<file path="config.mk">
export PLATFORM = sky130hd
export DESIGN_NAME = data_memory_ctrl
export DESIGN_NICKNAME = d
export VERILOG_FILES = /design/src/rtl/dmem_pkg.sv /design/src/rtl/data_memory_array.sv /design/src/rtl/data_memory_ctrl.sv
export SDC_FILE = /design/constraint.sdc
export NUM_CORES = 2
export LEC_CHECK = 0
export ABC_CLOCK_PERIOD_IN_PS = 5600
export CAP_MARGIN = 40
export CELL_PAD_IN_SITES_DETAIL_PLACEMENT = 0
export CELL_PAD_IN_SITES_GLOBAL_PLACEMENT = 2
export CORE_MARGIN = 10
export CORE_UTILIZATION = 45
export DETAILED_ROUTE_END_ITERATION = 12
export PLACE_DENSITY = 0.76
export SLEW_MARGIN = 0
export SYNTH_ARGS = -nofsm -noshare
export SYNTH_HDL_FRONTEND = slang
export SYNTH_SLANG_ARGS = --single-unit
</file>
<file path="constraint.sdc">
create_clock -name clk -period 5.6 [get_ports clk]
set_clock_uncertainty 0.05 [all_clocks]
set_input_delay 1.12 -clock clk [delete_from_list [all_inputs] [get_ports clk]]
set_output_delay 1.12 -clock clk [all_outputs]
set_load 0.005 [all_outputs]
</file>
<file path="src/rtl/dmem_pkg.sv">
// Shared definitions for the data memory controller: access sizes, FSM states
// and the alignment / load-extension helpers.
package dmem_pkg;

    localparam logic [1:0] SIZE_B = 2'd0;
    localparam logic [1:0] SIZE_H = 2'd1;
    localparam logic [1:0] SIZE_W = 2'd2;
    localparam logic [1:0] SIZE_D = 2'd3;

    typedef enum logic [1:0] {
        IDLE,
        WAIT,
        RESP
    } state_t;

    function automatic logic is_misaligned(input logic [2:0] offset, input logic [1:0] size);
        logic r;
        r = 1'b0;
        case (size)
            SIZE_H:  r = offset[0];
            SIZE_W:  r = |offset[1:0];
            SIZE_D:  r = |offset;
            default: r = 1'b0;
        endcase
        return r;
    endfunction

    // Lanes arrive already shifted down to bit 0; only the low 2^size bytes matter.
    function automatic logic [63:0] extend_load(input logic [63:0] lanes, input logic [1:0] size,
                                                input logic zero_ext);
        logic [63:0] r;
        r = lanes;
        case (size)
            SIZE_B:  r = zero_ext ? {56'd0, lanes[7:0]}  : {{56{lanes[7]}}, lanes[7:0]};
            SIZE_H:  r = zero_ext ? {48'd0, lanes[15:0]} : {{48{lanes[15]}}, lanes[15:0]};
            SIZE_W:  r = zero_ext ? {32'd0, lanes[31:0]} : {{32{lanes[31]}}, lanes[31:0]};
            default: r = lanes;
        endcase
        return r;
    endfunction

endpackage

</file>
<file path="src/rtl/data_memory_array.sv">
// Word-organised storage with per-byte write enables and a registered read port.
// Contents start at INIT_VALUE and are never touched by reset.
module data_memory_array
    import dmem_pkg::*;
#(
    parameter int          DATA_W     = 64,
    parameter int          DEPTH      = 32,
    parameter logic [63:0] INIT_VALUE = 64'd5,
    localparam int         BYTES      = DATA_W / 8,
    localparam int         IDX_W      = $clog2(DEPTH)
) (
    input  logic              clk,
    input  logic [IDX_W-1:0]  idx,
    input  logic [BYTES-1:0]  wr_be,
    input  logic [DATA_W-1:0] wr_data,
    input  logic              rd_en,
    output logic [DATA_W-1:0] rd_data
);

    logic [DATA_W-1:0] mem_q [DEPTH] = '{default: DATA_W'(INIT_VALUE)};
    logic [DATA_W-1:0] rd_data_q;

    always_ff @(posedge clk) begin
        for (int b = 0; b < BYTES; b++) begin
            if (wr_be[b]) begin
                mem_q[idx][b*8 +: 8] <= wr_data[b*8 +: 8];
            end
        end
        if (rd_en) begin
            rd_data_q <= mem_q[idx];
        end
    end

    assign rd_data = rd_data_q;

endmodule

</file>
<file path="src/rtl/data_memory_ctrl.sv">
// Load/store front end for the data memory: valid/ready handshake, fixed read
// latency, byte-lane store enables and sign/zero-extended loads.
module data_memory_ctrl
    import dmem_pkg::*;
#(
    parameter int          DATA_W     = 64,
    parameter int          DEPTH      = 32,
    parameter int          ADDR_W     = 64,
    parameter int          LATENCY    = 1,
    parameter logic [63:0] INIT_VALUE = 64'd5
) (
    input  logic              clk,
    input  logic              rst_n,
    input  logic              req_valid,
    output logic              req_ready,
    input  logic              req_we,
    input  logic [1:0]        req_size,
    input  logic              req_unsigned,
    input  logic [ADDR_W-1:0] req_addr,
    input  logic [DATA_W-1:0] req_wdata,
    output logic              rsp_valid,
    input  logic              rsp_ready,
    output logic [DATA_W-1:0] rsp_rdata,
    output logic              rsp_err
);

    localparam int BYTES = DATA_W / 8;
    localparam int OFF_W = $clog2(BYTES);
    localparam int IDX_W = $clog2(DEPTH);
    localparam int CNT_W = (LATENCY > 2) ? $clog2(LATENCY) : 1;

    state_t             state_q, state_d;
    logic [CNT_W-1:0]   cnt_q, cnt_d;
    logic [1:0]         size_q, size_d;
    logic               zext_q, zext_d;
    logic [OFF_W-1:0]   off_q, off_d;
    logic               err_q, err_d;
    logic               no_data_q, no_data_d;
    logic               rsp_valid_q, rsp_valid_d;
    logic [DATA_W-1:0]  rsp_rdata_q, rsp_rdata_d;
    logic               rsp_err_q, rsp_err_d;

    logic               accept;
    logic [OFF_W-1:0]   req_off;
    logic [IDX_W-1:0]   req_idx;
    logic               req_err;
    logic [7:0]         size_mask;
    logic [BYTES-1:0]   lane_mask;
    logic [BYTES-1:0]   wr_be;
    logic [DATA_W-1:0]  wr_data;
    logic               rd_en;
    logic [DATA_W-1:0]  arr_rdata;
    logic [DATA_W-1:0]  lanes;
    logic               unused_addr;

    assign req_ready   = (state_q == IDLE);
    assign accept      = req_valid && req_ready;
    assign req_off     = req_addr[OFF_W-1:0];
    assign req_idx     = req_addr[OFF_W +: IDX_W];
    assign unused_addr = ^req_addr[ADDR_W-1:OFF_W+IDX_W];
    assign req_err     = is_misaligned(3'(req_off), req_size) || (DATA_W == 32 && req_size == SIZE_D);

    always_comb begin
        size_mask = 8'hFF;
        case (req_size)
            SIZE_B:  size_mask = 8'h01;
            SIZE_H:  size_mask = 8'h03;
            SIZE_W:  size_mask = 8'h0F;
            default: size_mask = 8'hFF;
        endcase
    end

    // Errored accesses neither write nor read; the response is still produced.
    assign lane_mask = BYTES'(16'(size_mask) << req_off);
    assign wr_be     = (accept && req_we && !req_err) ? lane_mask : '0;
    assign wr_data   = req_wdata << {req_off, 3'b000};
    assign rd_en     = accept && !req_we && !req_err;

    data_memory_array #(
        .DATA_W     (DATA_W),
        .DEPTH      (DEPTH),
        .INIT_VALUE (INIT_VALUE)
    ) u_array (
        .clk     (clk),
        .idx     (req_idx),
        .wr_be   (wr_be),
        .wr_data (wr_data),
        .rd_en   (rd_en),
        .rd_data (arr_rdata)
    );

    assign lanes = arr_rdata >> {off_q, 3'b000};

    // RESP spends one cycle registering the response before raising rsp_valid,
    // which is what makes rsp_valid land LATENCY edges after the accept.
    always_comb begin
        state_d     = state_q;
        cnt_d       = cnt_q;
        size_d      = size_q;
        zext_d      = zext_q;
        off_d       = off_q;
        err_d       = err_q;
        no_data_d   = no_data_q;
        rsp_valid_d = rsp_valid_q;
        rsp_rdata_d = rsp_rdata_q;
        rsp_err_d   = rsp_err_q;
        case (state_q)
            IDLE: begin
                if (accept) begin
                    size_d    = req_size;
                    zext_d    = req_unsigned;
                    off_d     = req_off;
                    err_d     = req_err;
                    no_data_d = req_we || req_err;
                    if (LATENCY > 1) begin
                        state_d = WAIT;
                        cnt_d   = CNT_W'(LATENCY - 2);
                    end else begin
                        state_d = RESP;
                    end
                end
            end
            WAIT: begin
                if (cnt_q == '0) begin
                    state_d = RESP;
                end else begin
                    cnt_d = cnt_q - 1'b1;
                end
            end
            RESP: begin
                if (!rsp_valid_q) begin
                    rsp_valid_d = 1'b1;
                    rsp_rdata_d = no_data_q ? '0 : DATA_W'(extend_load(64'(lanes), size_q, zext_q));
                    rsp_err_d   = err_q;
                end else if (rsp_ready) begin
                    state_d     = IDLE;
                    rsp_valid_d = 1'b0;
                    rsp_rdata_d = '0;
                    rsp_err_d   = 1'b0;
                end
            end
            default: state_d = IDLE;
        endcase
    end

    always_ff @(posedge clk or negedge rst_n) begin
        if (!rst_n) begin
            state_q     <= IDLE;
            cnt_q       <= '0;
            size_q      <= SIZE_B;
            zext_q      <= 1'b0;
            off_q       <= '0;
            err_q       <= 1'b0;
            no_data_q   <= 1'b0;
            rsp_valid_q <= 1'b0;
            rsp_rdata_q <= '0;
            rsp_err_q   <= 1'b0;
        end else begin
            state_q     <= state_d;
            cnt_q       <= cnt_d;
            size_q      <= size_d;
            zext_q      <= zext_d;
            off_q       <= off_d;
            err_q       <= err_d;
            no_data_q   <= no_data_d;
            rsp_valid_q <= rsp_valid_d;
            rsp_rdata_q <= rsp_rdata_d;
            rsp_err_q   <= rsp_err_d;
        end
    end

    assign rsp_valid = rsp_valid_q;
    assign rsp_rdata = rsp_rdata_q;
    assign rsp_err   = rsp_err_q;

endmodule

</file>
Word-level counts from Yosys, hierarchy flattened --
Memory sizes are Yosys's and may differ from the RTL's. A register that Yosys moved wholly into a read port is not among the register bits. Cells that the tools add are included.
Word-level totals: memories kept 1, logic and storage cells 79, output and inout bits 67, memory bits (writable) 2048, register bits 77
Memory list:
- u_array.mem_q | words 32, bits a word 64, read ports 1, clocked after Yosys merged registers in 1, wr ports 1, line data_memory_array.sv:20 | logic [DATA_W-1:0] mem_q [DEPTH] = '{default: DATA_W'(INIT_VALUE)};
Cells by class: $add $sub $neg 1, reduce and logical (&&, ||, !) cells 16, equality and inequality tests 12, multiplexer cells 36, shift operators 3
Operator list (count):
- $mux 64 | 6
- $pmux 64 s3 | 1
- $shl 64x6->64 | 1
- $shr 64x6->64 | 1
- $pmux 8 s3 | 1
- $mux 1 | 21
- $eq 2x2->1 const B | 4
- $mux 2 | 4
- $mux 8 | 1
- $ne 2x2->1 const B | 4
- $shl 8x3->8 | 1
- $eq 2x1->1 const B | 3
- $logic_not 2->1 | 3
- $pmux 2 s3 | 1
- $logic_and 1x1->1 | 5
- $reduce_and 2->1 | 2
- $reduce_and 4->1 | 1
- $pmux 1 s3 | 1
- $reduce_or 3->1 | 1
- $logic_not 1->1 | 2
- $ne 2x1->1 const B | 1
- $reduce_or 2->1 | 1
- $logic_or 1x1->1 | 1
- $sub 1x1->1 const B | 1

Logic depth before layout (Yosys ltp) --
depth after elaboration 7, mapped depth 9

Hierarchy --
From an unflattened synthesis, not the netlist that was laid out.
Unflattened totals: cells, all modules 5229, area total of the unflattened synthesis 88318.5 µm²
By module, submodules not included:
- data_memory_array | area an instance 81647.1 µm², times used 1, cells each 4417, sequential area each 63420.8 µm²
- data_memory_ctrl | area an instance 6671.4 µm², times used 1, cells each 812, sequential area each 1876.8 µm²

Worst setup path before layout --
No wires, ideal clock.
path type input to register, from input port req_addr[1], to register u_array.rd_data_q[0] (netlist: u_array.rd_data[0]) (read register of u_array.mem_q) (enable), buffers on the path 1, stages 4, setup slack 0.637 ns, library setup time 0.488 ns, required time 5.062 ns, arrival 4.425 ns, path through buf_6 -> o32ai_1 -> a22oi_2 -> nor2_1
Between the ends: cells in the longest elaborated chain, start to end 4, elaborated cells on any way between the ends 5, classes of those cells mux (1); reduce/logical (4)
Ends and longest elaborated chain:
- from (decl) | line data_memory_ctrl.sv:19 | input logic [ADDR_W-1:0] req_addr,
- $reduce_or 3->1 / $reduce_or 2->1 (equally long branches) | line dmem_pkg.sv:22, dmem_pkg.sv:21
- $pmux 1 s3 (*) | line dmem_pkg.sv:19 | case (size)
- $logic_not 1->1 (*) | line data_memory_ctrl.sv:77 | assign rd_en = accept && !req_we && !req_err;
- $logic_and 1x1->1 (*) | line data_memory_ctrl.sv:77
- net rd_en | line data_memory_ctrl.sv:51 | logic rd_en;
- to (decl) | line data_memory_array.sv:21 | logic [DATA_W-1:0] rd_data_q;
The timed path passes the listed nets; every way through them passes the cells marked *. A chain may end at the register's enable or synchronous reset.

Worst setup path in the final report --
from input port req_size[0], to memory u_array.mem_q[6][15] (enable)
Between the ends: cells in the longest elaborated chain, start to end 7, elaborated cells on any way between the ends 12, classes of those cells eq/ne (3); shift (1); mux (5); reduce/logical (3)
Ends and longest elaborated chain:
- from (decl) | line data_memory_ctrl.sv:17 | input logic [1:0] req_size,
- parallel branches: the longest is 4 deep, another holds $pmux 8 s3
- $mux 8 (*) | line data_memory_ctrl.sv:75 | assign wr_be = (accept && req_we && !req_err) ? lane_mask : '0;
- $mux 1 (*) | line data_memory_array.sv:25 | if (wr_be[b]) begin
- $mux 1 (not written as such) (*) | line data_memory_array.sv:26 | mem_q[idx][b*8 +: 8] <= wr_data[b*8 +: 8];
- to (decl) | line data_memory_array.sv:20
Mark *: on every way between the ends.

==> impl_metrics.json <==
{
  "grt_pass1_wl_um": 336000,
  "cp_cell_sequence": "clkdlybuf4s50_1 -> o21ai_0 -> a22oi_2 -> or3_1 -> or3_1 -> buf_8 -> nor2_1",
  "synth_fp_nets": 4420,
  "cts_max_level": 4,
  "peakVddDrop_mv": 0.353,
  "relSlewSlack": 0.397,
  "critical_path_class": "in2reg",
  "dp_cells": 7033,
  "slowest_stage": "clkdlybuf4s50_1",
  "critPathArrivalTime_ns": 4.20,
  "antenna_found_initial": 9,
  "dr.first_iter.drc_count": 5078,
  "via_per_inst": 6.06,
  "drc": 0,
  "syn2layout_area_growth_pct": 16.0,
  "post_cts_buffers": 0,
  "place_area_um2": 93200,
  "r2r_start": "off_q[0]$_DFFE_PN0P_",
  "crit_start": "req_size[0]",
  "p_leak_nw": 32.1,
  "hold_class": "reg2reg",
  "critical_path.startpoint_type": "input pin",
  "drv_cap": 0,
  "drive_gt1_frac": 0.267,
  "finalCriticalPeriod_ns": 3.79,
  "hold_violations": 0,
  "die_h_um": 458,
  "synthCells": 4284,
  "outcome": "finished, final reports clean",
  "stdcell_count": 7436,
  "fin_nets": 4875,
  "synth_area_um2": 86200,
  "fin_util": 0.525,
  "grt_setup_unrepaired": "no",
  "finalWirelength_um": 236000,
  "grt_max_degree": 111,
  "fp.coreArea_um2": 190000,
  "clkLatencyLatePin_ns": 0.86,
  "finalMaxSlewViolations": 0,
  "endpoint": "u_array.mem_q[6][15]$_DFFE_PP_",
  "cts_root_buf": "clkbuf_16",
  "hold-worst-slack_ns": 0.425,
  "rrSetupSlack_ns": 2.24,
  "final_cell_area_um2": 100000,
  "cpMostUsedCell": "or3_1",
  "grt_pass1_vias": 44940,
  "rr_worst_depth": 8,
  "final_cell_mix": "edfxtp_1 (2112), mux4_2 (529), buf_4 (349)",
  "die_x_um": 458,
  "cts_tree": "built",
  "cts_made_buffers": 214,
  "yosys_warnings": 0,
  "post_drt_wl_per_cell_um": 31.7,
  "synth-edff-count": 2112,
  "fmax_mhz": 264,
  "powerDensity_nw_per_um2": 363,
  "setup_viol_count_final": 0,
  "required_ns": 6.02,
  "setup_tns_ns": 0,
  "std_cell_rows": 160,
  "first_pass_iters": 6,
  "clockBufferDepth": 3,
  "gp_congestion": 0.843,
  "io_pins": 203,
  "track_usage": 0.221,
  "antenna_left": 0,
  "seq_area_frac_synth": 0.758,
  "clk_pin_slew_ns": 0.06,
  "crit_fanout": 21,
  "finalCritPeriodShare": 0.676,
  "async_reset_ff_frac": 0.0343,
  "syn_area_per_cell_um2": 20.1,
  "cts.sinks": 2187,
  "start_util": 0.453,
  "synth_cell_types": 50,
  "max_stage_delay_ns": 0.67,
  "ys_seq_elements": 2187,
  "worst_setup_path_end_kind": "flip-flop",
  "ys.flop_type": "edfxtp_1",
  "vias": 45038,
  "worst_pin_slew_ns": 0.901,
  "final_common_cell": "edfxtp_1",
  "overflow": 0,
  "r2r_end": "rsp_rdata[60]$_DFFE_PN0P_",
  "io_buffers": 146,
  "dieArea_um2": 209000,
  "dp.final_hpwl_um": 156000
}
==> cell families after synthesis <==
family | share of synthesized area
AOI/OAI and AO/OA | 0.0403
buffers and inverters | 0.0150
DFF | 0.758
muxes | 0.158
and+or+nand+nor | 0.0293
==> state kept, by name, indices dropped and copies added, names as in the netlist <==
| signal | count |
|---|---|
| no_data_q | 1 |
| err_q | 1 |
| u_array.mem_q | 2048 |
| u_array.rd_data | 64 |
| zext_q | 1 |
| rsp_rdata | 64 |
| size_q | 2 |
| off_q | 3 |
| rsp_valid | 1 |
| state_q | 1 |
| rsp_err | 1 |
==> worst min-delay path by stage <==
stage / from / to / cells after the start / slack, ns
after global placement: rsp_rdata[60]$_DFFE_PN0P_ / rsp_rdata[60]$_DFFE_PN0P_ / 2 / 0.41
final: rsp_rdata[61]$_DFFE_PN0P_ / rsp_rdata[61]$_DFFE_PN0P_ / 2 / 0.43
after floorplan: rsp_rdata[43]$_DFFE_PN0P_ / rsp_rdata[43]$_DFFE_PN0P_ / 2 / 0.42
after detailed placement: rsp_rdata[61]$_DFFE_PN0P_ / rsp_rdata[61]$_DFFE_PN0P_ / 2 / 0.42
after global routing: rsp_rdata[61]$_DFFE_PN0P_ / rsp_rdata[61]$_DFFE_PN0P_ / 2 / 0.45
after CTS: rsp_rdata[61]$_DFFE_PN0P_ / rsp_rdata[61]$_DFFE_PN0P_ / 2 / 0.43
==> power by group <==
part           total [mW]  switching [mW]  leakage (nW)  internal (mW)
Combinational        3.88            2.35          8.52           1.53
Sequential           18.6           0.271          20.3           18.3
Clock                13.8            6.11          3.29           7.73
Total                36.3            8.73          32.1           27.6
==> critical path, delay by kind of cell <==
family / cells / cell delay (ns)
AND/OR/NAND/NOR: 3 / 1.52
AO/OA/AOI/OAI: 2 / 0.64
buffers and inverters: 2 / 0.90
==> through the flow <==
step                total power [mW]  setup WS (ns)
floorplan                       21.1          0.637
global placement                22.7          0.842
detailed placement              22.8           1.09
CTS                             36.5           1.97
global route                    37.5           1.79
finish                          36.3           1.81
==> synthesized netlist by cell type, drive strengths merged, types with 53 or more instances <==
library cell  number  share of area
a21oi             53         0.0031
mux4             529           0.14
nand4             64         0.0046
nand2            146         0.0064
buf              110         0.0066
a22oi            274          0.024
dfrtp             75          0.022
mux2i            134          0.016
nor2             299          0.013
edfxtp          2112           0.74
o21ai            117         0.0068
clkbuf           180         0.0079
==> metal layers <==
layer  global-route usage  wire length (µm)  vias to the layer above  part of all wire
met5                    0                26                        -           0.00011
met4               0.0766              8280                        4             0.035
met3               0.0403             18500                      375             0.078
met2                0.355            115000                     2006              0.49
met1                0.306             94600                    23920              0.40
li1                     -                 -                    18733                 -
==> area by class of cell <==
cell class	count	area, µm²
fill	14807	90400
sequential	2187	65300
multi-input combinational	1794	19900
clock buffer	257	5520
timing repair buffer	529	4810
tap	2511	3140
clock inverter	136	1250
inverter	13	48.8
antenna	9	22.5
==> repair_timing <==
| item | in CTS | in global routing |
|---|---|---|
| endpoints found under the hold margin | 4 | 0 |
| gates resized for setup | 0 | 0 |
| hold buffers | 1 | 0 |
| endpoints found under the setup margin | 0 | 0 |
No activity file was read; power rests on OpenSTA's default activity.
